## src/rtl/hc_pkg.sv

```systemverilog
// hc_pkg -- shared types and decode helpers for the HardCloud CSR bank.
//
// Contents:
//   - Reduced CCI-P MMIO types: request header, c0 Rx and c2 Tx structs.
//     Only the MMIO fields are modelled, and data is 64 bits wide.
//   - Byte addresses of the HardCloud registers and the HC_CONTROL action codes.
//   - t_hc_run_state (run-control states), t_hc_buffer (one descriptor),
//     t_hc_status (HC_STATUS layout).
//   - hc_buf_index / hc_decode / hc_is_wr: turn an MMIO dword address into a
//     register selector.
//
// Optional feature macro used by the bank: HC_CSR_READBACK_EN.
package hc_pkg;

    typedef logic [41:0] t_ccip_clAddr;
    typedef logic [15:0] t_ccip_mmioAddr;   // dword index (byte address >> 2)
    typedef logic [8:0]  t_ccip_tid;
    typedef logic [63:0] t_ccip_mmioData;

    typedef struct packed {
        t_ccip_mmioAddr address;
        logic [1:0]     length;
        logic           rsvd;
        t_ccip_tid      tid;
    } t_ccip_c0_ReqMmioHdr;

    typedef struct packed {
        t_ccip_c0_ReqMmioHdr hdr;
        t_ccip_mmioData      data;
        logic                mmioWrValid;
        logic                mmioRdValid;
    } t_if_ccip_c0_Rx;

    typedef struct packed {
        t_ccip_tid tid;
    } t_ccip_c2_RspMmioHdr;

    typedef struct packed {
        t_ccip_c2_RspMmioHdr hdr;
        logic                mmioRdValid;
        t_ccip_mmioData      data;
    } t_if_ccip_c2_Tx;

    localparam int HC_MAX_BUFFERS = 16;

    // Byte addresses
    localparam logic [17:0] HC_STATUS_ADDR   = 18'h100;
    localparam logic [17:0] HC_DSM_BASE_ADDR = 18'h110;
    localparam logic [17:0] HC_CONTROL_ADDR  = 18'h118;
    localparam logic [17:0] HC_BUF_BASE_ADDR = 18'h120;

    // HC_CONTROL action values
    localparam logic [31:0] HC_CONTROL_RESET = 32'h0;
    localparam logic [31:0] HC_CONTROL_READY = 32'h1;
    localparam logic [31:0] HC_CONTROL_START = 32'h3;
    localparam logic [31:0] HC_CONTROL_STOP  = 32'h7;

    typedef enum logic [2:0] {
        S_RESET = 3'd0,
        S_READY = 3'd1,
        S_RUN   = 3'd2,
        S_STOP  = 3'd3,
        S_DONE  = 3'd4
    } t_hc_run_state;

    typedef struct packed {
        t_ccip_clAddr addr;
        logic [31:0]  size;
    } t_hc_buffer;

    typedef struct packed {
        logic [43:0] rsvd;
        logic [15:0] buf_valid;
        logic        error;
        logic [2:0]  state;
    } t_hc_status;

    typedef enum logic [2:0] {
        HC_REG_NONE,
        HC_REG_STATUS,
        HC_REG_DSM,
        HC_REG_CONTROL,
        HC_REG_BUF_ADDR,
        HC_REG_BUF_SIZE
    } t_hc_reg;

    // Descriptor index of a dword address. Only meaningful once the byte
    // address is known to be at or above the descriptor base.
    function automatic logic [13:0] hc_buf_index(input t_ccip_mmioAddr dw);
        logic [17:0] offset;
        offset = {dw, 2'b00} - HC_BUF_BASE_ADDR;
        return offset[17:4];
    endfunction

    // Odd dwords never decode; descriptors past n_buffers decode to NONE.
    function automatic t_hc_reg hc_decode(input t_ccip_mmioAddr dw,
                                          input logic [13:0] n_buffers);
        logic [17:0] byte_addr;
        t_hc_reg     sel;
        byte_addr = {dw, 2'b00};
        sel       = HC_REG_NONE;
        if (!dw[0]) begin
            if (byte_addr == HC_STATUS_ADDR)
                sel = HC_REG_STATUS;
            else if (byte_addr == HC_DSM_BASE_ADDR)
                sel = HC_REG_DSM;
            else if (byte_addr == HC_CONTROL_ADDR)
                sel = HC_REG_CONTROL;
            else if (byte_addr >= HC_BUF_BASE_ADDR && hc_buf_index(dw) < n_buffers)
                // descriptor base is 16-byte aligned: bit 3 picks size over address
                sel = byte_addr[3] ? HC_REG_BUF_SIZE : HC_REG_BUF_ADDR;
        end
        return sel;
    endfunction

    function automatic logic hc_is_wr(input t_if_ccip_c0_Rx rx,
                                      input t_hc_reg target,
                                      input logic [13:0] n_buffers);
        return rx.mmioWrValid && (hc_decode(rx.hdr.address, n_buffers) == target);
    endfunction

endpackage

```

## src/rtl/hc_run_ctrl.sv

```systemverilog
// hc_run_ctrl -- run-control sequencer behind HC_CONTROL.
//
// Ports:
//   clk, rst_n   clock, asynchronous active-low reset
//   ctrl_wr      a write to HC_CONTROL is present this cycle
//   ctrl_data    written control value (data[31:0])
//   done         datapath completion, only acted on in S_RUN
//   all_valid    every configured descriptor has address and size written
//   state        current run state (registered)
//   error        sticky start-refused flag, cleared by a reset command
//   start        one-cycle pulse on the cycle after entering S_RUN
//   running      high while in S_RUN
//   afu_rst_n    datapath soft reset, low while in S_RESET
//   clear_valid  combinational: descriptor valid flags must clear this cycle
module hc_run_ctrl
    import hc_pkg::*;
(
    input  logic          clk,
    input  logic          rst_n,
    input  logic          ctrl_wr,
    input  logic [31:0]   ctrl_data,
    input  logic          done,
    input  logic          all_valid,
    output t_hc_run_state state,
    output logic          error,
    output logic          start,
    output logic          running,
    output logic          afu_rst_n,
    output logic          clear_valid
);

    t_hc_run_state state_reg, state_next;
    logic error_reg, error_next;
    logic start_reg, start_next;
    logic running_reg, running_next;
    logic afu_rst_n_reg, afu_rst_n_next;

    always_comb begin
        state_next  = state_reg;
        error_next  = error_reg;
        clear_valid = 1'b0;
        if (ctrl_wr) begin
            // A control write in the same cycle as done wins; done is dropped.
            case (ctrl_data)
                HC_CONTROL_RESET: begin
                    state_next  = S_RESET;
                    error_next  = 1'b0;
                    clear_valid = 1'b1;
                end
                HC_CONTROL_READY: begin
                    if (state_reg inside {S_RESET, S_STOP, S_DONE})
                        state_next = S_READY;
                end
                HC_CONTROL_START: begin
                    if (state_reg == S_READY) begin
                        if (all_valid)
                            state_next = S_RUN;
                        else
                            error_next = 1'b1;
                    end
                end
                HC_CONTROL_STOP: begin
                    if (state_reg == S_RUN)
                        state_next = S_STOP;
                end
                default: ;
            endcase
        end else if (done && state_reg == S_RUN) begin
            state_next = S_DONE;
        end

        // Outputs are registered from the next state so they line up with it.
        start_next     = (state_next == S_RUN) && (state_reg != S_RUN);
        running_next   = (state_next == S_RUN);
        afu_rst_n_next = (state_next != S_RESET);
    end

    always_ff @(posedge clk or negedge rst_n) begin
        if (!rst_n) begin
            state_reg     <= S_RESET;
            error_reg     <= 1'b0;
            start_reg     <= 1'b0;
            running_reg   <= 1'b0;
            afu_rst_n_reg <= 1'b0;
        end else begin
            state_reg     <= state_next;
            error_reg     <= error_next;
            start_reg     <= start_next;
            running_reg   <= running_next;
            afu_rst_n_reg <= afu_rst_n_next;
        end
    end

    assign state     = state_reg;
    assign error     = error_reg;
    assign start     = start_reg;
    assign running   = running_reg;
    assign afu_rst_n = afu_rst_n_reg;

endmodule

```

## src/rtl/hc_csr_bank.sv

```systemverilog
// hc_csr_bank -- HardCloud MMIO register bank and run-control sequencer.
//
// Decodes MMIO writes/reads from CCI-P channel 0 and answers reads on
// channel 2 one cycle later, with no stalls and no buffering.
// Register map (byte addresses):
//   0x100   HC_STATUS (RO)  [2:0] state, [3] error, [19:4] buf_valid
//   0x110   HC_DSM_BASE_LOW
//   0x118   HC_CONTROL
//   0x120+0x10*i / +0x8   descriptor i address / size
//
// Parameters: N_BUFFERS (1..16) descriptor count.
// Macro: HC_CSR_READBACK_EN -- when defined, reads return the DSM,
//   control and descriptor contents. Otherwise only HC_STATUS returns data,
//   and every other read returns 0 with the same timing.
//
// Ports:
//   clk, rst_n  clock, asynchronous active-low reset
//   c0_rx       MMIO requests        c2_tx     MMIO read responses
//   dsm_base    DSM cache-line addr  buf_addr  / buf_size  descriptors
//   afu_rst_n   datapath soft reset  start     one-cycle run pulse
//   running     high in S_RUN        done      datapath completion
module hc_csr_bank
    import hc_pkg::*;
#(
    parameter int N_BUFFERS = 2
) (
    input  logic                          clk,
    input  logic                          rst_n,
    input  t_if_ccip_c0_Rx                c0_rx,
    output t_if_ccip_c2_Tx                c2_tx,
    output t_ccip_clAddr                  dsm_base,
    output t_ccip_clAddr [N_BUFFERS-1:0]  buf_addr,
    output logic [N_BUFFERS-1:0][31:0]    buf_size,
    output logic                          afu_rst_n,
    output logic                          start,
    output logic                          running,
    input  logic                          done
);

    localparam logic [13:0] N_BUF = 14'(N_BUFFERS);

    logic            wr_dsm, wr_ctrl, wr_buf_addr, wr_buf_size;
    t_hc_reg         rd_sel;
    logic [13:0]     buf_idx;
    t_ccip_clAddr    dsm_base_reg;
    t_hc_buffer [HC_MAX_BUFFERS-1:0] buf_all;
    logic [HC_MAX_BUFFERS-1:0]       buf_valid_all;
    logic            all_valid;
    logic            clear_valid;
    t_hc_run_state   state;
    logic            error;
    t_hc_status      status;
    t_ccip_mmioData  rd_data_next;
    t_if_ccip_c2_Tx  c2_tx_reg;
    logic            unused_ok;

    assign unused_ok = ^{c0_rx.hdr.length, c0_rx.hdr.rsvd, c0_rx.data[63:42]};

    assign wr_dsm      = hc_is_wr(c0_rx, HC_REG_DSM, N_BUF);
    assign wr_ctrl     = hc_is_wr(c0_rx, HC_REG_CONTROL, N_BUF);
    assign wr_buf_addr = hc_is_wr(c0_rx, HC_REG_BUF_ADDR, N_BUF);
    assign wr_buf_size = hc_is_wr(c0_rx, HC_REG_BUF_SIZE, N_BUF);
    assign rd_sel      = hc_decode(c0_rx.hdr.address, N_BUF);
    assign buf_idx     = hc_buf_index(c0_rx.hdr.address);

    always_ff @(posedge clk or negedge rst_n) begin
        if (!rst_n)
            dsm_base_reg <= '0;
        else if (wr_dsm)
            dsm_base_reg <= c0_rx.data[41:0];
    end

    // Descriptor table padded to the maximum size, so the read mux can
    // index it with a fixed-width selector. Entries past N_BUFFERS are 0.
    genvar gi;
    generate
        for (gi = 0; gi < HC_MAX_BUFFERS; gi++) begin : g_buf
            if (gi < N_BUFFERS) begin : g_used
                t_hc_buffer buf_reg;
                logic       addr_seen_reg;
                logic       size_seen_reg;
                logic       hit;

                assign hit = (buf_idx == 14'(gi));

                always_ff @(posedge clk or negedge rst_n) begin
                    if (!rst_n) begin
                        buf_reg       <= '0;
                        addr_seen_reg <= 1'b0;
                        size_seen_reg <= 1'b0;
                    end else begin
                        if (wr_buf_addr && hit) begin
                            buf_reg.addr  <= c0_rx.data[41:0];
                            addr_seen_reg <= 1'b1;
                        end
                        if (wr_buf_size && hit) begin
                            buf_reg.size  <= c0_rx.data[31:0];
                            size_seen_reg <= 1'b1;
                        end
                        // clear_valid only fires on a control write, so it
                        // never collides with a descriptor write.
                        if (clear_valid) begin
                            addr_seen_reg <= 1'b0;
                            size_seen_reg <= 1'b0;
                        end
                    end
                end

                assign buf_all[gi]       = buf_reg;
                assign buf_valid_all[gi] = addr_seen_reg & size_seen_reg;
                assign buf_addr[gi]      = buf_reg.addr;
                assign buf_size[gi]      = buf_reg.size;
            end else begin : g_unused
                assign buf_all[gi]       = '0;
                assign buf_valid_all[gi] = 1'b0;
            end
        end
    endgenerate

    assign all_valid = &buf_valid_all[N_BUFFERS-1:0];

    hc_run_ctrl u_run_ctrl (
        .clk         (clk),
        .rst_n       (rst_n),
        .ctrl_wr     (wr_ctrl),
        .ctrl_data   (c0_rx.data[31:0]),
        .done        (done),
        .all_valid   (all_valid),
        .state       (state),
        .error       (error),
        .start       (start),
        .running     (running),
        .afu_rst_n   (afu_rst_n),
        .clear_valid (clear_valid)
    );

    always_comb begin
        status           = '0;
        status.state     = state;
        status.error     = error;
        status.buf_valid = buf_valid_all;
    end

`ifdef HC_CSR_READBACK_EN
    logic [31:0] control_reg;
    logic [3:0]  buf_sel;

    assign buf_sel = buf_idx[3:0];

    always_ff @(posedge clk or negedge rst_n) begin
        if (!rst_n)
            control_reg <= '0;
        else if (wr_ctrl)
            control_reg <= c0_rx.data[31:0];
    end
`endif

    // Read data comes from register state before this cycle's write lands.
    always_comb begin
        rd_data_next = '0;
        case (rd_sel)
            HC_REG_STATUS:   rd_data_next = status;
`ifdef HC_CSR_READBACK_EN
            HC_REG_DSM:      rd_data_next = 64'(dsm_base_reg);
            HC_REG_CONTROL:  rd_data_next = 64'(control_reg);
            HC_REG_BUF_ADDR: rd_data_next = 64'(buf_all[buf_sel].addr);
            HC_REG_BUF_SIZE: rd_data_next = 64'(buf_all[buf_sel].size);
`endif
            default:         rd_data_next = '0;
        endcase
    end

    always_ff @(posedge clk or negedge rst_n) begin
        if (!rst_n) begin
            c2_tx_reg <= '0;
        end else begin
            c2_tx_reg.mmioRdValid <= c0_rx.mmioRdValid;
            c2_tx_reg.hdr.tid     <= c0_rx.mmioRdValid ? c0_rx.hdr.tid : '0;
            c2_tx_reg.data        <= c0_rx.mmioRdValid ? rd_data_next : '0;
        end
    end

    assign c2_tx    = c2_tx_reg;
    assign dsm_base = dsm_base_reg;

endmodule

```

## config.mk

```make
export PLATFORM = sky130hd
export DESIGN_NAME = hc_csr_bank
export DESIGN_NICKNAME = d
export VERILOG_FILES = /design/src/rtl/hc_pkg.sv /design/src/rtl/hc_run_ctrl.sv /design/src/rtl/hc_csr_bank.sv
export SDC_FILE = /design/constraint.sdc
export NUM_CORES = 1
export LEC_CHECK = 0
export CORE_MARGIN = 2
export CORE_UTILIZATION = 47
export DETAILED_ROUTE_END_ITERATION = 6
export PLACE_DENSITY = 0.87
export SYNTH_ARGS = -nofsm -noshare
export SYNTH_HDL_FRONTEND = slang
export SYNTH_SLANG_ARGS = --single-unit
```

## constraint.sdc

```tcl
create_clock -name clk -period 2.1 [get_ports clk]
set_clock_uncertainty 0.1 [all_clocks]
set_input_delay 0.63 -clock clk [delete_from_list [all_inputs] [get_ports clk]]
set_output_delay 0.63 -clock clk [all_outputs]
set_load 0.05 [all_outputs]
```

==> flow_metrics.tcl, run 1 <==
set metrics [dict create \
    status "finished with violations" \
    violations "negative setup slack" \
    setup_viol 155 \
    netlist_area_sq_um 8866 \
    vdd.ir_drop.worst_mv 0.6803 \
    drive_gt1_share_pct 60.20 \
    coreArea_sq_um 18580 \
    vias 6557 \
    gp_congestion 0.8404 \
    worstPathArrival_ps 2910 \
    grt_pass1_wl_microns 39670 \
    drtIter0Drc 295 \
    rsz0062_at_grt "yes" \
    clkTransAtPathRegs_ps 60 \
    crit_chain "buf_6 > or3_4 > nor4_4 > xnor2_2 > nand3_2 > buf_6 > nor4b_4 > buf_6 > buf_6 > buf_6 > buf_12 > mux2_4" \
    synthFlopType "dfrtp_1" \
    clock-sinks 217 \
    dpl_cell_area_sq_um 11850 \
    critPathMaxStageDelay_ps 400 \
    yosysTopAreaCellShare_pct 61.25 \
    antenna_cells 0 \
    final_common_cell "buf_4" \
    yosysWarnings 0 \
    powerDensity_nw_per_um2 662.5 \
    rows 50 \
    wire_per_inst_microns 23.04 \
    insertion_delay_ps 500 \
    synth_edf_count 0 \
    largest_reg_flops 84 \
    port_buffers 280 \
    syn-instance-count 598 \
    mostFrequentLayoutCells "buf_4, dfrtp_1, mux2_4" \
    stdcell_count 1259 \
    vias_per_cell 5.208 \
    cp-end-kind "register" \
    htree_levels 1 \
    synth_cell_type_count 48 \
    io_pins 364 \
    die_y_microns 141.3 \
    cts_buffers 24 \
    antenna_found_initial 0 \
    nets 1105 \
    path_max_fanout 6 \
    worstPathRequired_ps 2380 \
    grt_usage_pct 25.63 \
    die_area_sq_um 19980 \
    register_area_sq_um 5430 \
    grt_overflow_total 0 \
    clk_path_buf_depth 3 \
    async_reset_ff_share_pct 100.0 \
    wl_microns 29010 \
    fmax_mhz 380.7 \
    synth_seq_area_share_pct 61.25 \
    dp.cells 1166 \
    timing.final.ws_setup_ps -526.9 \
    final_util_pct 76.67 \
    ant_nets 0 \
    areaGrowthSynthToFinish_pct 60.67 \
    start_util_pct 47.72 \
    grt_pass1_vias 6635 \
    crit_type "input pin to register" \
    ys_ff_latch 217 \
    drt-pass1-iter-count 4 \
    p_leak_nw 7.586 \
    synth.area.top_cells "dfrtp_1, mux2_2, mux2_1" \
    critPathLaunchType "input pin" \
    cap_violations 0 \
    crit_path_frequent_cell "buf_6" \
    die_w_microns 141.3 \
    postSynthAreaPerCell_sq_um 14.83 \
    hp-class "register to register" \
    grt_start_max_net_pins 63 \
    hold_viol_final 0 \
    fin_crit_ps 2627 \
    multi_input_area_sq_um 3825 \
    route.detailed.drc 0 \
    drv_slew 0 \
    cts_tree "done" \
    yosysTopAreaCell "dfrtp_1" \
    fillerInstances 1071 \
    cpMaxStageDelayCell "or3_4" \
    fin_area_sq_um 14240 \
    cts-root-buf "clkbuf_16" \
    finalCritPeriodShare_pct 125.1 \
    dpl.hpwl_microns 16760 \
]
stage by stage:
step                setup slack (ps)  power [W]  hold WS, ps  TNS, ps
finish                        -526.9   0.009437        383.8   -70240
global route                  -619.1   0.009697        411.7   -81930
CTS                           -501.1   0.009447        389.3   -72990
detailed placement             -1343   0.005004        377.3  -232100
global placement               -1307   0.005000        370.0  -229150
floorplan                     -713.1   0.004679        234.4  -100000
path summary, 6_finish.rpt:
check                                              start                   end  slack, ps  cells past startpoint
min reg2reg                             u_run_ctrl.error              c2_tx[3]        380                      1
max                                            c0_rx[85]          buf_addr[69]       -530                     12
max in group asynchronous                          rst_n          dsm_base[28]        730                      3
min                                     u_run_ctrl.error              c2_tx[3]        380                      1
min in group asynchronous                          rst_n          dsm_base[38]        510                      2
max reg2reg                g_buf[0].g_used.size_seen_reg  u_run_ctrl.afu_rst_n        440                      5
cell type report:
| class | instances | area share, % |
|---|---|---|
| Sequential cell | 217 | 38.12 |
| Timing Repair Buffer | 406 | 26.77 |
| Multi-Input combinational cell | 351 | 26.85 |
| Tap cell | 234 | 2.055 |
| Clock buffer | 36 | 5.103 |
| Inverter | 7 | 0.1845 |
| Clock inverter | 8 | 0.9135 |
cell usage after synthesis, types with 2 or more instances:
| cell | n |
|---|---|
| dfrtp_1 | 217 |
| mux2_2 | 144 |
| buf_4 | 62 |
| mux2_1 | 46 |
| and2_1 | 13 |
| nor2_1 | 9 |
| clkbuf_1 | 8 |
| inv_1 | 7 |
| nand2_1 | 7 |
| nor4_1 | 7 |
| buf_2 | 6 |
| nor3_1 | 6 |
| nand3_1 | 5 |
| o21a_1 | 5 |
| a21oi_1 | 4 |
| buf_6 | 4 |
| and4_1 | 3 |
| nand3b_1 | 3 |
| nor3_2 | 3 |
| o21ai_0 | 3 |
| xnor2_1 | 3 |
| a211oi_1 | 2 |
| and3_1 | 2 |
| nand2b_1 | 2 |
| nand4_1 | 2 |
| nand4b_1 | 2 |
| o22ai_1 | 2 |
where the power goes:
group          leakage (nW)  switching (W)  total [W]  internal, W
clock                 0.423        0.00170    0.00447      0.00277
combinational          4.14       0.000532   0.000770     0.000237
sequential             3.02     0.00000389    0.00420      0.00419
total                  7.59        0.00224    0.00944      0.00720
timing repair:
item,CTS,global route
gates cloned,11,7
hold endpoints to repair,33,0
setup endpoints to repair,207,201
pin swaps,18,24
resized for setup,155,171
hold buffers,1,0
buffers inserted,29,10
cell families after synthesis:
logic type / count (synthesis) / share of synthesized area, %
other: 1 / 0.04230
AOI/OAI and AO/OA: 23 / 1.778
and+or+nand+nor: 75 / 5.532
DFF: 217 / 61.25
adders and majority gates: 1 / 0.1411
xor gates and xnor gates: 4 / 0.3952
buffers and inverters: 87 / 6.732
muxes: 190 / 24.13
per-layer routing:
layer | track usage (%) | part of all wire [%] | vias to the layer above
li1 | - | - | 2812
met1 | 34.29 | 41 | 3368
met2 | 42.90 | 49 | 317
met3 | 5.434 | 7.0 | 60
met4 | 6.789 | 3.0 | 0
met5 | 0 | 0 | -
worst max-delay path: cells and delay by family:
family | cells | cell delay (ps)
and+or+nand+nor | 4 | 1050
muxes | 1 | 300
buffers and inverters | 6 | 750
xor gates and xnor gates | 1 | 160
Power figures use the tool's default switching activity.
==> inputs of run 2 (changes only) <==
CAP_MARGIN = 20   (was default)
TNS_END_PERCENT = 5   (was default)
==> run 2 against run 1 <==
Net effect:
- the run still ends with negative setup slack left
- non-clock buffer count shrank 24
- clock power shrank 16%
- register-to-register slack lost 120 ps
- clock-buffer cell count shrank 5
- combinational power shrank 2%
- critical path depth shrank 2
- fmax grew 3.8%
- cell area shrank 7.7%
==> flow_metrics.tcl, run 2 (synthesis results as in run 1) <==
set metrics [dict create \
    die_y_microns 141.3 \
    cts_tree "done" \
    final_common_cell "buf_4" \
    fin_crit_ps 2531 \
    hold_slack_ps 382.7 \
    route.detailed.drc 0 \
    htree_levels 1 \
    powerDensity_nw_per_um2 664.0 \
    insertion_delay_ps 500 \
    grt_pass1_wl_microns 37740 \
    start_util_pct 47.72 \
    netSwitchingFraction_pct 24.31 \
    worstPathArrival_ps 2810 \
    ant_nets 0 \
    clkTransAtPathRegs_ps 60 \
    drt-pass1-iter-count 4 \
    cts-root-buf "clkbuf_16" \
    switchingPower_w 0.002122 \
    reg2regPathDepth 5 \
    setup_tns_ps -54980 \
    cts_buffers 23 \
    p_leak_nw 7.040 \
    largest_reg_flops 84 \
    timing.final.ws_setup_ps -430.8 \
    critPathLaunchType "input pin" \
    violations "negative setup slack" \
    status "finished with violations" \
    drive_gt1_share_pct 55.32 \
    wire_per_inst_microns 20.25 \
    rrSetupSlack_ps 320 \
    io_pins 364 \
    drtIter0Drc 220 \
    clk_path_buf_depth 3 \
    cp-end-kind "register" \
    grt_start_max_net_pins 51 \
    setup_viol 156 \
    final_util_pct 70.75 \
    cpMaxStageDelayCell "or3_4" \
    antenna_found_initial 1 \
    vias 6242 \
    rows 50 \
    port_buffers 280 \
    internal-power_w 0.006607 \
    path_depth 10 \
    areaGrowthSynthToFinish_pct 48.26 \
    crit_chain "buf_6 > or3_4 > nor4_4 > xnor2_1 > nand3_2 > buf_4 > nor4b_4 > buf_6 > buf_12 > mux2_1" \
    pwr-share-seq_pct 48.1 \
    grt_usage_pct 24.44 \
    dp.cells 1178 \
    crit_buf_inv 4 \
    grt_overflow_total 0 \
    cap_violations 0 \
    drv_slew 0 \
    crit_family "simple AND/OR/NAND/NOR gates" \
    hp-class "register to register" \
    crit_start "c0_rx[87]" \
    power.total_w 0.008729 \
    cp-endpoint "buf_addr[54]" \
    crit_type "input pin to register" \
    rsz0062_at_grt "yes" \
    hold_viol_final 0 \
    r2r_end "u_run_ctrl.afu_rst_n" \
    die_area_sq_um 19980 \
    nets 1080 \
    stdcell_count 1231 \
    finalCritPeriodShare_pct 120.5 \
    crit_path_frequent_cell "buf_6" \
    clock-sinks 217 \
    path_max_fanout 20 \
    combPwrFrac_pct 8.7 \
    grt_pass1_vias 6587 \
    wl_microns 24920 \
    p_clk_share_pct 43.2 \
    worstPathRequired_ps 2370 \
    critPathMaxStageDelay_ps 390 \
    die_w_microns 141.3 \
    rr_startpoint "g_buf[1].g_used.size_seen_reg" \
    dpl.hpwl_microns 16900 \
    coreArea_sq_um 18580 \
    gp_congestion 0.8716 \
    fmax_mhz 395.1 \
    fillerInstances 1241 \
    mostFrequentLayoutCells "buf_4, dfrtp_1, mux2_2" \
    vias_per_cell 5.071 \
    vdd.ir_drop.worst_mv 0.6158 \
]
-- run 2: cell count changes in the layout (fill, tap and decap cells not counted), moves of 5 or more --
cell,delta
buf_16,-5
buf_2,+7
buf_4,+9
buf_6,-16
buf_8,-6
clkbuf_16,-7
clkbuf_2,-9
clkdlybuf4s15_1,+5
dlygate4sd2_1,+15
dlymetal6s2s_1,-22
mux2_1,+24
mux2_2,+68
mux2_4,-92
-- run 2: layout make-up --
cell class | instances | area, sq um | area share [%]
multi-input cells | 351 | 3452 | 26.26
clock inverters | 8 | 76.32 | 0.5806
diodes | 1 | 2.502 | 0.01904
inverters | 7 | 26.28 | 0.1999
repair buffers | 382 | 3249 | 24.72
flip-flops and latches | 217 | 5430 | 41.31
clock buffers | 31 | 615.6 | 4.683
well taps | 234 | 292.8 | 2.227
-- run 2: worst min path at each step --
stage	startpoint	to	slack, ps	depth (start not counted)
after global routing	buf_addr[75]	buf_addr[75]	400	1
after global placement	buf_addr[76]	buf_addr[76]	370	1
after floorplan	rst_n	buf_addr[0]	230	0
final	buf_addr[78]	buf_addr[78]	380	1
after detailed placement	buf_addr[57]	buf_addr[57]	380	1
after CTS	buf_addr[78]	buf_addr[78]	390	1
-- run 2: per-stage QoR --
step / setup WS (ps) / cell area [sq um]
final: -430.8 / 13150
after floorplan: -713.1 / 9089
after global placement: -1222 / 11960
after detailed placement: -1252 / 11960
after CTS: -432.2 / 13030
after global routing: -514.7 / 13150
-- run 2: routing by layer --
| layer | track usage, % | vias up | routed length (microns) |
|---|---|---|---|
| met5 | 0 | - | 0 |
| met4 | 7.947 | 0 | 668 |
| met3 | 7.256 | 44 | 2082 |
| met2 | 42.41 | 270 | 12710 |
| met1 | 29.33 | 3164 | 9457 |
| li1 | - | 2764 | - |
-- run 2: power by group through the flow --
stage          clock, W  sequential, W  combinational (W)
6_report        0.00377        0.00420           0.000758
5_1_grt         0.00405        0.00419           0.000809
4_1_cts         0.00386        0.00420           0.000755
3_5_place_dp          0        0.00427           0.000755
3_3_place_gp          0        0.00427           0.000746
2_1_floorplan         0        0.00432           0.000363
-- run 2: worst reg2reg max path: cells and delay by family, from the launching register on --
kind | cells | cell delay, ps
DFF | 1 | 370
and+or+nand+nor | 2 | 390
AOI/OAI and AO/OA | 2 | 510
muxes | 1 | 300
-- run 2: repair_timing --
item	CTS	global route
setup endpoints to repair	201	157
gates resized for setup	152	28
gates cloned	4	1
hold buffers	1	0
endpoints found under the hold margin	6	0
pin swaps	18	2
buffers inserted	6	1
==> inputs of run 3 (changes only) <==
CORE_AREA = 2 2 140 142   (was default)
CORE_MARGIN = default   (was 2)
CORE_UTILIZATION = default   (was 47)
DIE_AREA = 0 0 142 144   (was default)
DONT_BUFFER_PORTS = 1   (was default)
PLACE_DENSITY = default   (was 0.87)
==> run 3 against run 2 <==
Net effect:
- the run ends with negative hold slack, negative setup slack left
- global-route usage down 4.8 points
- sequential share of layout area up 9.5 points
- fmax up 5.2%
- critical path type unchanged
- largest power group is now clock
==> flow_metrics.tcl, run 3 (synthesis results as in run 1) <==
set metrics [dict create \
    status "finished with violations" \
    violations "negative hold slack, negative setup slack" \
    grt_usage_pct 19.66 \
    grt-busiest-layer "met2" \
    p_leak_nw 5.362 \
    rsz0062_at_grt "yes" \
    stdcell_count 894 \
    critPathMaxStageDelay_ps 380 \
    wl_microns 22370 \
    vias 4934 \
    die_area_sq_um 20450 \
    drv_slew 0 \
    io_pins 364 \
    path_max_fanout 8 \
    clock-sinks 217 \
    cts-root-buf "clkbuf_16" \
    ant_nets 0 \
    cpMaxStageDelayCell "or3_4" \
    drive_gt1_share_pct 41.62 \
    clkTransAtPathRegs_ps 60 \
    pwr-share-seq_pct 47.6 \
    max-slew-margin-rel_pct 62.43 \
    grtUsageMet1_pct 23.78 \
    grt_pass1_vias 4961 \
    worstMarginPinSlew_ps 563.5 \
    gr-usage-met2_pct 33.41 \
    power.total_w 0.008903 \
    powerDensity_nw_per_um2 833.5 \
    hold_viol_final 217 \
    crit_path_frequent_cell "buf_6" \
    crit_type "input pin to register" \
    cap_violations 0 \
    hold_slack_ps -275.2 \
    p_clk_share_pct 49.0 \
    clk_path_buf_depth 3 \
    mostFrequentLayoutCells "dfrtp_1, mux2_4, mux2_2" \
    route.detailed.drc 0 \
    areaGrowthSynthToFinish_pct 20.48 \
    rows 51 \
    hp-class "input pin to asynchronous set/reset pin" \
    crit_family "simple AND/OR/NAND/NOR gates" \
    antenna_found_initial 0 \
    largest_reg_flops 84 \
    die_y_microns 144 \
    grtUsageMet3_pct 7.119 \
    die_w_microns 142 \
    dp.cells 832 \
    netSwitchingFraction_pct 21.64 \
    crit_buf_inv 3 \
    switchingPower_w 0.001926 \
    grt_overflow_total 0 \
    grt_start_max_net_pins 218 \
    worstPathRequired_ps 2380 \
    worstPathArrival_ps 2680 \
    fin_crit_ps 2405 \
    antenna_cells 0 \
    finalCritPeriodShare_pct 114.5 \
    cts_tree "done" \
    wire_per_inst_microns 25.02 \
    cts_buffers 23 \
    critPathLaunchType "input pin" \
    cp-end-kind "register" \
    internal-power_w 0.006976 \
    insertion_delay_ps 500 \
    combPwrFrac_pct 3.4 \
    coreArea_sq_um 19080 \
    vias_per_cell 5.519 \
    vdd.ir_drop.worst_mv 0.7504 \
    final_common_cell "dfrtp_1" \
    htree_levels 1 \
    timing.final.ws_setup_ps -305.1 \
    crit_chain "or3_4 > nor4_4 > xnor2_1 > nand3_2 > buf_6 > nor3b_4 > buf_6 > clkbuf_16 > mux2_4" \
    nets 737 \
    setup_viol 150 \
    fmax_mhz 415.8 \
    drtIter0Drc 227 \
    grt_pass1_wl_microns 30790 \
    port_buffers 0 \
    drt-pass1-iter-count 4 \
    gp_congestion 0.8653 \
    post-place-ws_ps -884.2 \
    dpl.hpwl_microns 13600 \
    start_util_pct 46.47 \
]
run 3: per-layer routing:
metal  part of all wire [%]  wire, microns  vias up
li1                       -              -     2084
met1                     40           8940     2584
met2                     49          11000      230
met3                    8.8           1966       36
met4                    2.1            463        0
met5                      0              0        -
run 3: final timing paths:
kind / start / to / slack, ps / depth (start not counted)
max: c0_rx[86] / buf_size[36] / -310 / 9
min: rst_n / dsm_base[36] / -280 / 0
max reg2reg: u_run_ctrl.state[1] / u_run_ctrl.afu_rst_n / 420 / 4
min reg2reg: u_run_ctrl.error / c2_tx[3] / 390 / 1
max in group asynchronous: rst_n / buf_size[33] / 1790 / 0
min in group clk: c0_rx[0] / c2_tx[64] / 60 / 0
run 3: repair_timing:
| action | 4_1_cts | 5_1_grt |
|---|---|---|
| pin swaps | 5 | 6 |
| gates resized for setup | 50 | 70 |
| hold endpoints to repair | 217 | 217 |
| setup endpoints to repair | 151 | 154 |
| gates cloned | 3 | 6 |
| buffers inserted | 4 | 7 |
run 3: power by group through the flow:
| stage | clock, W | combinational, W | sequential, W |
|---|---|---|---|
| after detailed placement | 0 | 0.000289 | 0.00432 |
| after global routing | 0.00462 | 0.000315 | 0.00424 |
| final | 0.00436 | 0.000302 | 0.00424 |
| after floorplan | 0 | 0.000363 | 0.00432 |
| after CTS | 0.00443 | 0.000294 | 0.00424 |
| after global placement | 0 | 0.000287 | 0.00432 |
run 3: layout make-up:
| class | count | area (sq um) |
|---|---|---|
| fillers | 1514 | 8398 |
| flip-flops and latches | 217 | 5430 |
| multi-input cells | 351 | 3507 |
| clock buffers | 30 | 631.9 |
| repair buffers | 39 | 595.6 |
| well taps | 238 | 297.8 |
| clock inverters | 12 | 192.7 |
| inverters | 7 | 26.28 |
run 3: metrics by stage:
stage | area (sq um) | utilization, % | TNS [ps] | hold slack, ps
2_1_floorplan | 9089 | - | -107350 | 234.4
3_3_place_gp | 9095 | 47.67 | -120990 | 239.0
3_5_place_dp | 9095 | 47.67 | -129940 | 238.5
4_1_cts | 10220 | 53.54 | -30450 | -289.0
5_1_grt | 10680 | 55.98 | -48650 | -294.7
6_report | 10680 | 55.98 | -37450 | -275.2
